`config.mk`:
```
export PLATFORM = sky130hd
export DESIGN_NAME = ascii_uart_tx
export DESIGN_NICKNAME = d
export VERILOG_FILES = /design/src/rtl/ascii_uart_tx.sv
export SDC_FILE = /design/constraint.sdc
export NUM_CORES = 1
export LEC_CHECK = 0
export ABC_AREA = 1
export CAP_MARGIN = 10
export CORE_ASPECT_RATIO = 1.75
export CORE_MARGIN = 2
export CORE_UTILIZATION = 40
export DETAILED_ROUTE_END_ITERATION = 12
export SLEW_MARGIN = 30
export SYNTH_ARGS = -nofsm -noshare
export SYNTH_HDL_FRONTEND = slang
export SYNTH_SLANG_ARGS = --single-unit
```
`constraint.sdc`:
```
create_clock -name clk -period 2.1 [get_ports clk]
set_clock_uncertainty 0.1 [all_clocks]
set_input_delay 0.21 -clock clk [delete_from_list [all_inputs] [get_ports clk]]
set_output_delay 0.21 -clock clk [all_outputs]
set_load 0.03 [all_outputs]
```
`src/rtl/ascii_uart_tx.sv`:
```
// ascii_uart_tx
// Buffers ASCII characters from the transform engine in a small FIFO and
// serializes each one as an 8N1 UART frame so a host terminal can print the
// LaTeX expression. A character flagged as end-of-line can optionally be
// followed by CR LF.
//
// Ports:
//   clk         single clock, rising edge
//   rst_n       synchronous active-low reset
//   char_in     ASCII byte to send
//   char_valid  char_in / char_last are valid this cycle
//   char_last   char_in ends a line (CR LF follows when ADD_CRLF=1)
//   char_ready  FIFO can accept a byte (transfer = valid && ready at an edge)
//   tx          registered UART line, idles high
//   busy        frame in flight, FIFO non-empty or CR/LF still to send
module ascii_uart_tx #(
  parameter int CLKS_PER_BIT = 16,
  parameter int FIFO_DEPTH   = 4,
  parameter bit ADD_CRLF     = 1'b1
) (
  input  logic       clk,
  input  logic       rst_n,
  input  logic [7:0] char_in,
  input  logic       char_valid,
  input  logic       char_last,
  output logic       char_ready,
  output logic       tx,
  output logic       busy
);

  localparam int BAUD_W = (CLKS_PER_BIT > 1) ? $clog2(CLKS_PER_BIT) : 1;
  localparam int PTR_W  = $clog2(FIFO_DEPTH);
  localparam int CNT_W  = PTR_W + 1;

  localparam logic [BAUD_W-1:0] BAUD_MAX     = BAUD_W'(CLKS_PER_BIT - 1);
  localparam logic [BAUD_W-1:0] BAUD_STOP_END = BAUD_W'(CLKS_PER_BIT - 2);
  localparam logic [CNT_W-1:0]  DEPTH_CNT    = CNT_W'(FIFO_DEPTH);

  localparam logic [7:0] CHAR_CR = 8'h0D;
  localparam logic [7:0] CHAR_LF = 8'h0A;

  typedef enum logic [1:0] {
    IDLE,
    START,
    DATA,
    STOP
  } state_e;

  logic [8:0]        fifo_mem_q [FIFO_DEPTH];
  logic [8:0]        fifo_mem_d [FIFO_DEPTH];
  logic [PTR_W-1:0]  wr_ptr_q, wr_ptr_d;
  logic [PTR_W-1:0]  rd_ptr_q, rd_ptr_d;
  logic [CNT_W-1:0]  count_q, count_d;
  logic              alive_q, alive_d;
  state_e            state_q, state_d;
  logic [BAUD_W-1:0] baud_q, baud_d;
  logic [2:0]        bit_idx_q, bit_idx_d;
  logic [7:0]        shift_q, shift_d;
  logic              last_q, last_d;
  logic [1:0]        pending_q, pending_d;
  logic              tx_q, tx_d;
  logic              busy_q, busy_d;
  logic              stop_tail_q, stop_tail_d;

  logic       fifo_full;
  logic       fifo_empty;
  logic       push;
  logic       pop;
  logic [8:0] head;

  always_comb begin
    fifo_full  = (count_q == DEPTH_CNT);
    fifo_empty = (count_q == '0);
    // alive_q keeps char_ready low until the first edge out of reset.
    char_ready = alive_q && !fifo_full;
    push       = char_valid && char_ready;
    head       = fifo_mem_q[rd_ptr_q];

    alive_d     = 1'b1;
    fifo_mem_d  = fifo_mem_q;
    wr_ptr_d    = wr_ptr_q;
    rd_ptr_d    = rd_ptr_q;
    count_d     = count_q;
    state_d     = state_q;
    baud_d      = baud_q;
    bit_idx_d   = bit_idx_q;
    shift_d     = shift_q;
    last_d      = last_q;
    pending_d   = pending_q;
    stop_tail_d = 1'b0;
    pop         = 1'b0;

    unique case (state_q)
      IDLE: begin
        baud_d    = '0;
        bit_idx_d = '0;
        // Pending CR/LF bytes go out before any queued character.
        if (pending_q != 2'd0) begin
          shift_d   = (pending_q == 2'd2) ? CHAR_CR : CHAR_LF;
          pending_d = pending_q - 2'd1;
          last_d    = 1'b0;
          state_d   = START;
        end else if (!fifo_empty) begin
          pop     = 1'b1;
          shift_d = head[7:0];
          last_d  = ADD_CRLF && head[8];
          state_d = START;
        end
      end
      START: begin
        if (baud_q == BAUD_MAX) begin
          baud_d  = '0;
          state_d = DATA;
        end else begin
          baud_d = baud_q + 1'b1;
        end
      end
      DATA: begin
        if (baud_q == BAUD_MAX) begin
          baud_d  = '0;
          shift_d = shift_q >> 1;
          if (bit_idx_q == 3'd7) begin
            bit_idx_d = '0;
            state_d   = STOP;
          end else begin
            bit_idx_d = bit_idx_q + 3'd1;
          end
        end else begin
          baud_d = baud_q + 1'b1;
        end
      end
      STOP: begin
        // Leave one cycle early: the IDLE evaluation cycle supplies the last
        // stop-bit cycle, so back-to-back frames are exactly 10 bits long.
        if (baud_q == BAUD_STOP_END) begin
          baud_d      = '0;
          state_d     = IDLE;
          stop_tail_d = 1'b1;
          if (last_q) begin
            pending_d = 2'd2;
          end
          last_d = 1'b0;
        end else begin
          baud_d = baud_q + 1'b1;
        end
      end
      default: state_d = IDLE;
    endcase

    if (push) begin
      fifo_mem_d[wr_ptr_q] = {char_last, char_in};
      wr_ptr_d             = wr_ptr_q + 1'b1;
    end
    if (pop) begin
      rd_ptr_d = rd_ptr_q + 1'b1;
    end
    unique case ({push, pop})
      2'b10:   count_d = count_q + 1'b1;
      2'b01:   count_d = count_q - 1'b1;
      default: count_d = count_q;
    endcase

    // The line register lags the state register by one cycle.
    unique case (state_q)
      START:   tx_d = 1'b0;
      DATA:    tx_d = shift_q[0];
      default: tx_d = 1'b1;
    endcase

    // stop_tail_q covers the final stop-bit cycle spent in IDLE.
    busy_d = (state_q != IDLE) || !fifo_empty || (pending_q != 2'd0) || stop_tail_q;
  end

  always_ff @(posedge clk) begin
    if (!rst_n) begin
      for (int i = 0; i < FIFO_DEPTH; i++) begin
        fifo_mem_q[i] <= '0;
      end
      wr_ptr_q    <= '0;
      rd_ptr_q    <= '0;
      count_q     <= '0;
      alive_q     <= 1'b0;
      state_q     <= IDLE;
      baud_q      <= '0;
      bit_idx_q   <= '0;
      shift_q     <= '0;
      last_q      <= 1'b0;
      pending_q   <= 2'd0;
      tx_q        <= 1'b1;
      busy_q      <= 1'b0;
      stop_tail_q <= 1'b0;
    end else begin
      fifo_mem_q  <= fifo_mem_d;
      wr_ptr_q    <= wr_ptr_d;
      rd_ptr_q    <= rd_ptr_d;
      count_q     <= count_d;
      alive_q     <= alive_d;
      state_q     <= state_d;
      baud_q      <= baud_d;
      bit_idx_q   <= bit_idx_d;
      shift_q     <= shift_d;
      last_q      <= last_d;
      pending_q   <= pending_d;
      tx_q        <= tx_d;
      busy_q      <= busy_d;
      stop_tail_q <= stop_tail_d;
    end
  end

  assign tx   = tx_q;
  assign busy = busy_q;

endmodule

```
== Yosys cells after proc, flatten, opt, wreduce, memory -nomap -nowiden ==
Index checks and enable logic that the tools add are counted.

* Magnitude comparators: 3
* Bitwise operators: 2
* Reductions and logical operators: 22
* Mux-type cells: 39
* Add/subtract/negate cells: 7
* Shifts and indexed selects: 0
* Div/mod/pow operators: 0
* Equal/unequal tests: 17
* Multiply operators: 0

{| class="wikitable"
|+ Operators by type and width
! cell !! number
|-
| 36-bit bitwise mux || 1
|-
| 9-bit 2-to-1 mux || 3
|-
| 8-bit 2-to-1 mux || 3
|-
| 9-bit binary-select mux with 2-bit select || 1
|-
| 9-bit demux with 2-bit select || 1
|-
| 2-bit 2-to-1 mux || 9
|-
| 8-bit one-hot mux with 2 select lines || 1
|-
| 2-bit inequality test, second input constant || 6
|-
| 3-bit one-hot mux with 2 select lines || 2
|-
| 4-bit one-hot mux with 3 select lines || 1
|-
| 2-bit nonzero test || 5
|-
| 3-bit 2-to-1 mux || 3
|-
| 2-bit equality test, second input constant || 4
|-
| 4-bit equality test, second input constant || 2
|-
| 1-bit 2-to-1 mux || 8
|-
| 4-bit 2-to-1 mux || 2
|-
| 2-bit one-hot mux with 4 select lines || 1
|-
| 3-bit by 1-bit adder with 3-bit output, second input constant || 2
|-
| 3-bit equality test, second input constant || 2
|-
| 3-bit >= comparator, second input constant || 2
|-
| 2-bit inverter with 3-bit output || 2
|-
| 3-bit AND reduction || 2
|-
| 5-bit AND reduction || 1
|-
| 2-bit by 1-bit adder with 2-bit output, second input constant || 2
|-
| other kinds (16) || 24
|}

* Memories: 0
* Register bits after elaboration: 67
* ROM bits: 0
* Bits in latches: 0
* Input port bits: 12
* Bits in writable memories: 0
* Word-level logic and storage cells: 107
* Output and inout port bits: 3

== Logic depth before layout (Yosys ltp) ==
Gate-level depths: netlist of the first run.

* Depth in word-level cells: 7
* Mapped depth: 13
* Gate-level depth less buffers: 13

== Worst setup path before layout of the first run ==
No wires, ideal clock.

* Path type: register -> register
* Start point: reg state_q[0]
* End point: reg count_q[2]
* Setup time: 0.122 ns
* Path slack: 0.023 ns
* Stages on the path, launching flop included: 14
* Required time: 1.878 ns
* Period minus slack after synthesis: 2.077 ns
* Buffers on the path: 0
* Arrival time: 1.855 ns
* Cells stage by stage: dfxtp_1 -> inv_1 -> ha_1 -> nand2_1 -> inv_1 -> nand2_1 -> inv_1 -> ha_1 -> inv_1 -> fa_1 -> a21oi_1 -> o21ai_0 -> o21ai_0 -> a21oi_1

* Word-level cells in the longest chain between the ends: 4
* Elaborated cells on any way between the ends: 6
* Classes of those cells: eq/ne (2); mux (2); reduce/logical (2)

{| class="wikitable"
|+ Ends and longest elaborated chain
! element !! line !! RTL
|-
| start, declared || 55 || <nowiki>state_e state_q, state_d;</nowiki>
|-
| start signal, assigned || 198 || <nowiki>state_q <= state_d;</nowiki>
|-
| 2-bit zero test * || 93 || <nowiki>unique case (state_q)</nowiki>
|-
| 1-bit 2-to-1 mux * || 93 ||
|-
| net pop || 68 || <nowiki>logic pop;</nowiki>
|-
| 2-bit by 1-bit equality test with 1-bit output or 2-bit equality test (tied branches) || 157 || <nowiki>unique case ({push, pop})</nowiki>
|-
| 3-bit one-hot mux with 2 select lines or 2-bit nonzero test (tied branches) || n/a ||
|-
| end signal, assigned || 196 || <nowiki>count_q <= count_d;</nowiki>
|-
| end, declared || 53 || <nowiki>logic [CNT_W-1:0] count_q, count_d;</nowiki>
|}

The timed path passes the listed nets; every way through them passes the cells marked *.
A chain may end at the register's enable or synchronous reset.

== Worst setup path after layout of the first run ==
* Start point: reg count_q[0]
* End point: reg count_q[2]

* Word-level cells in the longest chain between the ends: 6
* Elaborated cells on any way between the ends: 14
* Classes of those cells: add/sub (2); eq/ne (3); mux (4); reduce/logical (5)

{| class="wikitable"
|+ Ends and longest elaborated chain
! element !! line
|-
| 3-bit zero test or 3-bit equality test (tied branches) || 73, 72
|-
| 1-bit 2-to-1 mux or 1-bit zero test (tied branches) || 103, 75
|-
| 1-bit 2-to-1 mux or 1-bit logical AND (tied branches) || 98, 75
|-
| 1-bit 2-to-1 mux or 1-bit logical AND (tied branches) || 93, 76
|-
| 2-bit by 1-bit equality test with 1-bit output or 2-bit equality test (tied branches) || 157
|-
| 3-bit one-hot mux with 2 select lines or 2-bit nonzero test (tied branches) || n/a
|}

Parallel ways exist; a longest one is shown, timed or not.

==> results of run 1 <==
==> flip-flops by register name (all words and copies together) (netlist names), 2 cells and up <==
signal	count
shift_q	8
wr_ptr_q	2
rd_ptr_q	2
fifo_mem_q	36
state_q	2
bit_idx_q	3
count_q	3
baud_q	4
pending_q	2
==> cell families (layout without fill, tap and decap cells) <==
family / Yosys count / in the layout / synth area share
compound gates: 77 / 77 / 0.117
simple gates: 240 / 240 / 0.319
buf+inv: 69 / 105 / 0.0879
fa+ha+maj: 18 / 18 / 0.0696
flops: 67 / 67 / 0.401
xor+xnor: 2 / 2 / 0.00524
==> path summary, 6_finish.rpt <==
check                          startpoint                 endpoint
setup / recovery  count_q[0]$_SDFFE_PN0P_  count_q[2]$_SDFFE_PN0P_
hold / removal     stop_tail_q$_SDFF_PN0_          busy$_SDFF_PN0_
setup reg to reg  count_q[0]$_SDFFE_PN0P_  count_q[2]$_SDFFE_PN0P_
hold reg to reg    stop_tail_q$_SDFF_PN0_          busy$_SDFF_PN0_
==> cell type report <==
class	instances	area share
Tap cell	92	0.0285
Timing Repair Buffer	34	0.0726
Multi-Input combinational cell	337	0.431
Inverter	55	0.0536
Sequential cell	67	0.333
Clock buffer	9	0.0558
Clock inverter	7	0.0251
==> metal layers <==
metal  vias to the layer above  routed length, um  part of all wire  track usage
met5                         -                  0                 0            0
met4                         0                260             0.033        0.109
met3                        25                236             0.030       0.0338
li1                       1554                  -                 -            -
met1                      1347               3230              0.41        0.207
met2                        53               4160              0.53        0.328
==> what timing repair did <==
action | CTS | global route
endpoints found under the setup margin | 1 | 2
resized for setup | 2 | 16
setup buffers | 0 | 1
hold buffers | 0 | 0
pin swaps | 0 | 4
==> worst register-to-register path: cells and delay by family, from the launching register on <==
family | cells | cell delay, ps
AND/OR/NAND/NOR | 3 | 440
AO/OA/AOI/OAI | 4 | 400
adder cells (fa/ha/maj) | 2 | 530
flip-flops | 1 | 350
buffers and inverters | 1 | 50
==> stage by stage <==
stage / setup TNS (ps) / utilization / cell area [um^2] / worst slack [ps]
after floorplan: 0 / - / 3350 / 22.9
after global placement: 0 / 0.447 / 3670 / 69.4
after detailed placement: -29.2 / 0.447 / 3670 / -29.2
after CTS: 0 / 0.487 / 3990 / 20.7
after global routing: -13.7 / 0.492 / 4040 / -13.7
final: 0 / 0.492 / 4040 / 102
==> Yosys cell counts (all sizes together) <==
library cell,n,area share
a21boi,1,0.0022
a21oi,58,0.087
buf,9,0.018
clkbuf,5,0.0056
clkinv,1,0.0011
dfxtp,67,0.40
fa,1,0.0060
ha,17,0.064
inv,54,0.064
nand2,165,0.19
nand3,25,0.041
nand3b,1,0.0022
nand4,5,0.027
nor2,41,0.050
nor3,2,0.0030
o211ai,2,0.0045
o21ai,16,0.024
or2,1,0.0019
xnor2,1,0.0026
xor2,1,0.0026
==> report_power, final <==
part           internal [mW]  switching (mW)  total, mW
Combinational          0.836            1.38       2.22
Sequential              1.47           0.124       1.60
Clock                   1.05           0.588       1.63
==> run summary, run 1 <==
status - finished, final reports clean
DIE AREA - 0.00914 mm^2
slew of the pin with the lowest slew margin - 431 ps
largest net degree at the start of global routing - 37
Fin. Hold Viols - 0
Routed Wire Length - 7880 um
Tightest Hold Check Type - reg -> reg
Global Route Usage Sum - 0.189
Lkg Pwr - 1.67 nW
Worst Setup Path Type - reg -> reg
fraction of layout cells with a size suffix above 1 - 0.136
Routability Congestion - 0.845
cts bufs inserted - 9
ant diodes - 0
Mapped Nets - 503
FF-to-FF path depth - 10
nets - 534
maximum VDD drop - 726 uV
I/O pin count - 15
num rows - 44
HPWL Detailed - 5440 um
Post-Place Cells - 584
Port Buf Inserts - 14
DRC - 0
clock root cell - clkbuf_16
Buf/Inv on CP - 1
H-tree Lvls - 3
clk_lat worst skew - 340 ps
clk sinks - 67
Area Growth Syn to Fin - 20.6%
slowest stage delay, CP - 380 ps
most frequent cells in the layout - 161 x nand2_1, 65 x dfxtp_1, 57 x a21oi_1
yosys warns - 0
WHS Path Cells - 2
delay-heaviest family, CP - adder cells
initial DRC count - 189
clk buf depth - 2
Reg2Reg Setup Slack - 100 ps
commonest non-fill, non-tap cell in the layout - nand2_1
cell area after synthesis - 0.00335 mm^2
CP Max Fanout - 4
routed vias - 2979
count of final setup violators - 0
maximum clock rate - 0.501 GHz
Critical Path Stages - 10
initial core utilization - 0.408
Worst setup EP type - flip-flop
worst endpoint data arrival time - 2120 ps
GR Overflow Total - 0
Tmin final - 2000 ps
CTS tree - done
Critical Path Slowest Stage Cell - fa_2
post-synthesis sequential area ratio - 0.401
die width - 73.1 um
number of global-route vias before repair - 2953
Max Cap Violations - 0
DR WL/cell - 13.1 um
Fillers - 786
Chip Height - 125 um
hold slack final - 341 ps
Final Non-Filler Cells - 601
total power - 5.45 mW
Synth Instances - 473
DR vias/cell - 4.96
Final ANT Viol Nets - 0
Pwr Density - 1350 mW/mm^2
CP cell instances - nor2_4 > nand2_8 > nand3_1 > ha_4 > inv_2 > fa_2 > a21oi_2 > o21ai_2 > o21ai_1 > a21oi_1
synthesized area per cell - 7.07 um^2
sequential cell area - 0.00134 mm^2
Slew HR - 0.713
Startpoint Class - flip-flop
part of the cycle the worst path needs - 0.951
Synth cell types - 30
footprint of the multi-input gates - 0.00174 mm^2
number of synthesized register bits - 67
DR pass1 iterations - 4
Final Slew Violations - 0
core area - 0.00820 mm^2
Worst Path Required - 2220 ps
CTS clock-pin slew for the worst setup and hold paths - 60 ps
first-pass GRT wire length - 13500 um
initial antenna violation count - 0
Note: power is estimated with default switching activity, not from simulation.
==> run 2, diff against run 1 <==
--- a/config.mk
+++ b/config.mk
@@ -5,7 +5,6 @@
 export SDC_FILE = /design/constraint.sdc
 export NUM_CORES = 1
 export LEC_CHECK = 0
-export ABC_AREA = 1
 export CAP_MARGIN = 10
 export CORE_ASPECT_RATIO = 1.75
 export CORE_MARGIN = 2
==> run 2 against run 1 <==
Effect of this change: first-iteration DRC count shrank 61%; utilization fell by 1.2 points; register-to-register slack got worse by 80 ps; count of clock-buffer cells in the layout rose by 2; clock power fell by 7%; sequential share of layout area up 2.3 points; synthesized area shrank 3.6%.
==> run summary, run 2 <==
Synth cell types - 45
Worst Setup Path Type - reg -> reg
switching part of the total - 0.328
fraction of registers with async set/reset - 0
largest net degree at the start of global routing - 36
nets - 381
Internal Pwr Total - 3.18 mW
number of synthesized register bits - 67
initial core utilization - 0.410
HPWL Detailed - 4480 um
Port Buf Inserts - 14
num rows - 43
Post-Place Cells - 430
top post-synthesis cells by count - 67 x dfxtp_1, 46 x nand3_1, 41 x o21ai_0
Routability Congestion - 0.801
number of global-route vias before repair - 2281
cell area after synthesis - 0.00322 mm^2
Tightest Hold Check Type - in -> reg
slew of the pin with the lowest slew margin - 475 ps
first-pass GRT wire length - 10700 um
CTS tree - done
Final ANT Viol Nets - 0
Area Growth Syn to Fin - 17.0%
Area contributors post-synth - dfxtp_1 42%, nand3_1 7.1%, ha_1 6.6%, o21ai_0 6.4%, mux4_2 6.3%
unrepaired setup endpoints after global routing - yes
top-area cell type share of the netlist area - 0.416
most frequent cells in the layout - 64 x dfxtp_1, 46 x nand3_1, 41 x o21ai_0
adder-cell share of the synthesized area - 0.0722
routed vias - 2366
maximum clock rate - 0.481 GHz
Sequential Power Share - 0.321
portion of total power attributed to combinational logic - 0.358
Synth Area in Compound Gates - 0.137
die width - 71.9 um
DIE AREA - 0.00882 mm^2
slowest stage delay, CP - 420 ps
Lkg Pwr - 1.40 nW
core area - 0.00786 mm^2
post-synthesis sequential area ratio - 0.416
clk sinks - 67
dominant cell type by area after synthesis - dfxtp_1
Final Non-Filler Cells - 445
total negative slack - 0 ps
sw power - 1.56 mW
synthesized area per cell - 9.71 um^2
initial DRC count - 74
DRC - 0
status - finished, final reports clean
Fillers - 754
Startpoint Class - flip-flop
Post-Synth XOR/XNOR Area - 0.0190
Global Route Usage Sum - 0.159
clock root cell - clkbuf_16
Top FF cell, synth - dfxtp_1
Tmin final - 2080 ps
Mapped Nets - 362
number of flip-flops in the largest register - 36
count of final setup violators - 0
fraction of layout cells with a size suffix above 1 - 0.177
Chip Height - 123 um
GR Overflow Total - 0
Pwr Density - 1260 mW/mm^2
H-tree Lvls - 3
Slew HR - 0.683
Reg with most FFs - fifo_mem_q
CP cell instances - or3b_4 > nand3_4 > ha_4 > inv_1 > fa_2 > xor2_1 > or3_1 > a21boi_1
Reg2Reg Setup Slack - 20 ps
Hold Buf Count CTS - 0
Fin. Hold Viols - 0
total power - 4.74 mW
Post-synth EDFFs - 0
CTS clock-pin slew for the worst setup and hold paths - 50 ps
maximum VDD drop - 558 uV
CP Max Fanout - 2
Max Cap Violations - 0
Final Slew Violations - 0
worst endpoint data arrival time - 2240 ps
largest registers - fifo_mem_q x36, shift_q x8, baud_q x4
DR pass1 iterations - 4
Worst setup EP type - flip-flop
Simple-Gate Fraction of Synth Area - 0.217
cts bufs inserted - 9
ant diodes - 0
clock share of power - 0.320
Routed Wire Length - 6310 um
I/O pin count - 15
Synth Instances - 332
DR vias/cell - 5.32
commonest non-fill, non-tap cell in the layout - dfxtp_1
DR WL/cell - 14.2 um
part of the cycle the worst path needs - 0.991
main combinational cell family by area after synthesis - simple AND/OR/NAND/NOR gates
proportion of synthesized area in mux cells - 0.0722
clk buf depth - 2
yosys warns - 0
Critical Path Slowest Stage Cell - or3b_4
Worst Path Required - 2260 ps
clk_lat worst skew - 330 ps
most frequent cell after synthesis - dfxtp_1
initial antenna violation count - 0
run 2: changes by cell type after synthesis, moves of 8 or more:
cell / before / now
o21ai_0: 16 / 41
inv_1: 46 / 11
a21oi_1: 58 / 5
nor2_1: 39 / 3
mux4_2: 0 / 9
nand3_1: 24 / 46
nand2_1: 162 / 28
and2_1: 0 / 10
nand2b_1: 0 / 8
run 2: cell families (layout without fill, tap and decap cells):
family / count (synthesis) / in the layout
adder cells (fa/ha/maj): 18 / 18
buffers and inverters: 35 / 58
AND/OR/NAND/NOR: 121 / 121
XOR/XNOR: 7 / 7
multiplexers: 12 / 12
flip-flops: 67 / 67
AO/OA/AOI/OAI: 72 / 72
run 2: power groups by stage:
stage	Combinational, mW	Sequential (mW)	Clock [mW]
6_report	1.70	1.52	1.52
5_1_grt	1.89	1.54	1.59
4_1_cts	1.72	1.52	1.54
3_5_place_dp	1.69	1.55	0
3_3_place_gp	1.66	1.54	0
2_1_floorplan	1.25	1.58	0
run 2: stage by stage:
step / hold WS (ps) / cell area [um^2] / setup WS [ps] / util
2_1_floorplan: 138 / 3250 / -62.7 / -
3_3_place_gp: 326 / 3460 / 23.3 / 0.440
3_5_place_dp: 333 / 3460 / -48.9 / 0.440
4_1_cts: 148 / 3770 / 4.22 / 0.480
5_1_grt: 173 / 3770 / -78.9 / 0.480
6_report: 150 / 3770 / 19.7 / 0.480
run 2: path summary, 6_finish.rpt:
check | start | end | cells after the start
setup / recovery | count_q[0]$_SDFFE_PN0P_ | count_q[2]$_SDFFE_PN0P_ | 8
hold / removal | rst_n | busy$_SDFF_PN0_ | 2
setup reg to reg | count_q[0]$_SDFFE_PN0P_ | count_q[2]$_SDFFE_PN0P_ | 8
hold reg to reg | stop_tail_q$_SDFF_PN0_ | busy$_SDFF_PN0_ | 1
run 2: final cells by class:
| class | instances | area (um^2) | area share |
|---|---|---|---|
| Inverter | 11 | 41.3 | 0.0109 |
| Multi-Input combinational cell | 230 | 1710 | 0.452 |
| Clock buffer | 11 | 253 | 0.0670 |
| Tap cell | 90 | 113 | 0.0298 |
| Timing Repair Buffer | 32 | 265 | 0.0703 |
| Sequential cell | 67 | 1350 | 0.356 |
| Clock inverter | 4 | 50.0 | 0.0133 |
run 2: per-layer routing:
metal | vias up | track usage | wire length, um
li1 | 1218 | - | -
met2 | 27 | 0.284 | 3420
met4 | 0 | 0.0814 | 114
met1 | 1113 | 0.173 | 2620
met3 | 8 | 0.0345 | 154
met5 | - | 0 | 0
run 2: critical path: cells and delay by family (launching register included):
kind / cells / cell delay (ps)
adders and majority gates: 2 / 460
buffers and inverters: 1 / 50
AOI/OAI and AO/OA: 1 / 110
DFF: 1 / 320
and+or+nand+nor: 3 / 820
xor gates and xnor gates: 1 / 150
run 2: what timing repair did:
action / 4_1_cts / 5_1_grt
gates cloned: 0 / 0
pin swaps: 2 / 0
setup endpoints to repair: 2 / 2
gates resized for setup: 4 / 6
hold endpoints to repair: 0 / 0
buffers inserted: 0 / 0
==> RTL change 1: new RTL, config.mk and constraints of run 1 <==
The parameter `ADD_CRLF` goes from 1'b1 to 1'b0.
--- a/src/rtl/ascii_uart_tx.sv
+++ b/src/rtl/ascii_uart_tx.sv
@@ -16,7 +16,7 @@
 module ascii_uart_tx #(
   parameter int CLKS_PER_BIT = 16,
   parameter int FIFO_DEPTH   = 4,
-  parameter bit ADD_CRLF     = 1'b1
+  parameter bit ADD_CRLF     = 1'b0
 ) (
   input  logic       clk,
   input  logic       rst_n,
Function: no difference found for any inputs over 10 cycles, from zero or initial values and one cycle with rst_n low; that may be too few to reach the edited logic, so the function may still have changed.
==> RTL change 1 against run 1 <==
Synthesized area shrank 8.8%; die area decreased by 8.4%; first-iteration DRC count fell by 47%; cell count is 8.5% lower; worst setup slack better by 0.048 ns; cell area shrank 7.7%; critical path depth unchanged; hold slack improved by 0.0086 ns; utilization rose by 0.74 points; total power down 10%; non-clock buffer count down 3; routed wire length is 15% lower; sequential cell count down 5; largest power group unchanged.
==> RTL change 1: results (changes against run 1) <==
| Metric | Value |
|---|---|
| CP max stage delay | 0.34 ns (-0.04 ns) |
| Ys async rst share | 0 (unchanged) |
| First-pass GRT wire length | 12.0 mm (-12%) |
| Most instantiated cells after synthesis | nand2_1 (140), dfxtp_1 (62), a21oi_1 (51) |
| Drt pass-1 iters | 5 (+1) |
| CTS HTree Levels | 3 (unchanged) |
| CTS max path bufs | 2 (unchanged) |
| Initial antenna violation count | 0 (unchanged) |
| Top flop regs | fifo_mem_q (32), shift_q (8), baud_q (4) |
| Pleak | 0.00157 uW (-5.9%) |
| Critical Path AT | 2.06 ns (-0.06 ns) |
| Post-DP HPWL | 4.94 mm (-9.1%) |
| Reg clk slew, reported paths | roughly 0.05 ns |
| WL final | 6.73 mm (-15%) |
| Synth top area cells | dfxtp_1 (41%), nand2_1 (17%), a21oi_1 (8.4%) |
| R2R Setup Slk | 0.15 ns (+0.05 ns) |
| Status | complete, no violations |
| All-Layer GR Usage | 0.181 (-0.00825) |
| Drt initial violations | 101 (-47%) |
| Mapped Nets | 458 (-8.9%) |
| Hold Crit Class | flip-flop to flip-flop |
| Int Power | 3190 uW (-5.0%) |
| Largest net degree at the start of global routing | 33 (-11%) |
| Number of library cell types mapped by synthesis | 30 (unchanged) |
| Measured slew at the worst slew-check pin | 0.452 ns (+0.0207 ns) |
| Fill cells | 776 (-1.3%) |
| Port bufs | 13 (-1) |
| Layout cells sized above 1 | 0.134 (-0.00136) |
| GPL Wtd Cong | 0.788 (-6.8%) |
| Peak VDD IR | 0.000688 V (-5.3%) |
| Sequential area share after synthesis | 0.407 (+0.00583) |
| Cts repair resizes | 0 (-2) |
| Synthesis Warnings | 0 (unchanged) |
| CP max FO | 3 (-1) |
| Vias | 2645 (-11%) |
| Nets | 487 (-8.8%) |
==> RTL change 1: final cells by class <==
type	count	share of cell area
Clock buffer	10	0.0641
Inverter	44	0.0443
Tap cell	88	0.0296
Timing Repair Buffer	31	0.0719
Clock inverter	6	0.0292
Multi-Input combinational cell	309	0.427
Sequential cell	62	0.333
==> RTL change 1: logic make-up after synthesis <==
group	share of synthesized area
and+or+nand+nor	0.304
DFF	0.407
AOI/OAI and AO/OA	0.128
buffers and inverters	0.0758
xor gates and xnor gates	0.00861
adders and majority gates	0.0763
==> RTL change 1: worst paths after layout <==
kind         depth (start not counted)        start    endpoint
min                                  2  stop_tail_q        busy
min reg2reg                          2  stop_tail_q        busy
max reg2reg                         10   state_q[0]  count_q[2]
max                                 10   state_q[0]  count_q[2]
==> RTL change 1: worst max-delay path, delay by kind of cell (launching register included) <==
| kind | cells | cell delay [ns] |
|---|---|---|
| flip-flops | 1 | 0.33 |
| adder cells (fa/ha/maj) | 3 | 0.76 |
| AND/OR/NAND/NOR | 1 | 0.08 |
| AO/OA/AOI/OAI | 5 | 0.49 |
| buffers and inverters | 1 | 0.07 |
==> RTL change 1: per-layer routing <==
metal / up-vias / track usage / part of all wire
met3: 12 / 0.0378 / 0.027
met4: 0 / 0.0950 / 0.027
met1: 1192 / 0.193 / 0.41
met2: 33 / 0.327 / 0.53
met5: - / 0 / 0
li1: 1408 / - / -
==> RTL change 1: power by group through the flow <==
stage                     clock network, uW  logic (uW)  registers (uW)
after global placement                    0        1700            1470
after detailed placement                  0        1720            1470
final                                  1720        1740            1450
after CTS                              1750        1740            1450
after global routing                   1790        1990            1470
after floorplan                           0        1240            1490
==> RTL change 1: stage by stage <==
step | cell area, um^2 | total power (uW) | hold slack (ns) | setup WS, ns | instances
2_1_floorplan | 3050 | 2730 | 0.138 | 0.0586 | 428
3_3_place_gp | 3360 | 3160 | 0.332 | 0.0241 | 534
3_5_place_dp | 3360 | 3190 | 0.332 | -0.0155 | 534
4_1_cts | 3710 | 4940 | 0.356 | 0.0144 | 550
5_1_grt | 3730 | 5250 | 0.375 | 0.0140 | 550
6_report | 3730 | 4910 | 0.350 | 0.151 | 550
==> RTL change 2: new RTL, config.mk and constraints of run 1 <==
Made on the original files. Encoding of `state_e`: now one-hot (4 bits for 4 states).
--- a/src/rtl/ascii_uart_tx.sv
+++ b/src/rtl/ascii_uart_tx.sv
@@ -39,11 +39,11 @@
   localparam logic [7:0] CHAR_CR = 8'h0D;
   localparam logic [7:0] CHAR_LF = 8'h0A;
 
-  typedef enum logic [1:0] {
-    IDLE,
-    START,
-    DATA,
-    STOP
+  typedef enum logic [3:0] {
+    IDLE  = 4'b0001,
+    START = 4'b0010,
+    DATA  = 4'b0100,
+    STOP  = 4'b1000
   } state_e;
 
   logic [8:0]        fifo_mem_q [FIFO_DEPTH];
Check against the original RTL: no difference found for any inputs over 10 cycles, from zero or initial values and one cycle with rst_n low; not proved beyond that.
==> RTL change 2 against run 1 <==
Cell area decreased by 0.28%; total power increased by 7.9%; worst setup slack improved by 0.021 ns; via count decreased by 0.81%; synthesized area increased by 0.15%; sequential cell count increased by 2; routed wire length decreased by 8.9%; critical endpoint unchanged; largest power group unchanged.
==> RTL change 2: results (changes against run 1) <==
| Metric | Value |
|---|---|
| NetSw | 2230 uW (+6.5%) |
| Initial antenna violation count | 0 (unchanged) |
| Largest net degree at the start of global routing | 61 (+65%) |
| Reg clk slew, reported paths | 0.06 ns (about the same) |
| CTS max path bufs | 2 (unchanged) |
| Layout cells sized above 1 | 0.124 (-0.0116) |
| Dpl ws | -0.0464 ns (-0.0173 ns) |
| Sequential area share after synthesis | 0.412 (+0.0114) |
| Ys flop type | dfxtp_1 |
| Synth top area cells | dfxtp_1 (41%), a21oi_1 (9.1%), nand2_1 (9.1%) |
| Synthesis Warnings | 0 (unchanged) |
| Post-DP HPWL | 4.94 mm (-9.1%) |
| Slew Limit Headroom | 0.779 (+0.0663) |
| Mapped Nets | 493 (-2.0%) |
| Clock Latency Late Sink | approximately 0.33 ns |
| CP max FO | 3 (-1) |
| First-pass GRT wire length | 12.2 mm (-9.5%) |
| Peak VDD IR | 0.000748 V (+3.0%) |
| Status | complete, no violations |
| Vias in the first global route | 2778 (-5.9%) |
| Diode count | 0 (unchanged) |
| Number of library cell types mapped by synthesis | 30 (unchanged) |
| Port bufs | 14 (unchanged) |
| Ys async rst share | 0 (unchanged) |
| Hold Crit Class | flip-flop to flip-flop |
| Root Driver | clkbuf_16 |
| WL final | 7.18 mm (-8.9%) |
| GPL Wtd Cong | 0.835 (-1.2%) |
| Drt initial violations | 115 (-39%) |
| Critical Path AT | 2.14 ns (+0.02 ns) |
| TritonCTS buffer count | 9 (unchanged) |
| Pleak | 0.00168 uW (+0.47%) |
| Vias | 2955 (-0.81%) |
| Drt pass-1 iters | 4 (unchanged) |
| Nets | 520 (-2.6%) |
| All-Layer GR Usage | 0.170 (-0.0185) |
| Most instantiated cells after synthesis | nand2_1 (81), dfxtp_1 (69), inv_1 (68) |
| Total gr overflow | 0 (unchanged) |
| Top flop regs | fifo_mem_q (36), shift_q (8) |
| CTS HTree Levels | 3 (unchanged) |
## RTL change 2: area by class of cell
type                       count  area (um^2)
clock buffer                   9          225
clock inverter                 7          114
fill                         807         4180
inverter                      72          270
multi-input combinational    311         1630
sequential                    69         1390
tap                           92          115
timing repair buffer          32          287
## RTL change 2: critical path: stages, from the launching register on
cell     delay [ns]
dfxtp_2        0.33
inv_2          0.05
ha_2           0.18
nand4_1        0.09
inv_1          0.06
nand2_2        0.07
inv_2          0.05
ha_4           0.16
fa_2           0.36
a21oi_2        0.13
o21a_1         0.14
o21ai_1        0.06
a21oi_1        0.12
## RTL change 2: through the flow
| stage | hold WS, ns | total power (uW) | area, um^2 | instances | setup TNS [ns] |
|---|---|---|---|---|---|
| 5_1_grt | 0.361 | 6390 | 4020 | 592 | -0.0110 |
| 2_1_floorplan | 0.138 | 3540 | 3360 | 468 | 0 |
| 3_3_place_gp | 0.329 | 4030 | 3640 | 573 | 0 |
| 4_1_cts | 0.343 | 5860 | 3990 | 590 | 0 |
| 6_report | 0.341 | 5880 | 4020 | 592 | 0 |
| 3_5_place_dp | 0.334 | 4080 | 3640 | 573 | -0.0464 |
## RTL change 2: cell families (layout without fill, tap and decap cells)
family                   after synthesis  after routing  synth area share
AND/OR/NAND/NOR                      165            165             0.212
XOR/XNOR                               2              2           0.00523
adder cells (fa/ha/maj)               13             13            0.0508
AO/OA/AOI/OAI                        131            131             0.209
flip-flops                            69             69             0.412
buffers and inverters                 88            120             0.111
## RTL change 2: power by group through the flow
stage,clock network [uW],logic (uW),registers (uW)
after global routing,1800,2850,1740
after global placement,0,2310,1720
after CTS,1760,2400,1710
final,1720,2450,1710
after floorplan,0,1820,1720
after detailed placement,0,2350,1730
## RTL change 2: what timing repair did
item	in CTS	in global routing
pin swaps	1	3
endpoints found under the setup margin	2	2
resized for setup	2	10
buffers inserted	1	2
## RTL change 2: worst paths after layout
path	start	to	slack, ns	cells after the start
setup / recovery	pending_q[0]	count_q[2]	0.12	12
hold / removal	fifo_mem_q[34]	fifo_mem_q[34]	0.34	2
setup reg to reg	pending_q[0]	count_q[2]	0.12	12
hold reg to reg	fifo_mem_q[34]	fifo_mem_q[34]	0.34	2
## RTL change 2: metal layers
layer  vias up  share of wire  track usage
li1       1568              -            -
met4         0          0.029       0.0882
met5         -              0            0
met3        16          0.026       0.0314
met1      1332           0.43        0.191
met2        39           0.51        0.296
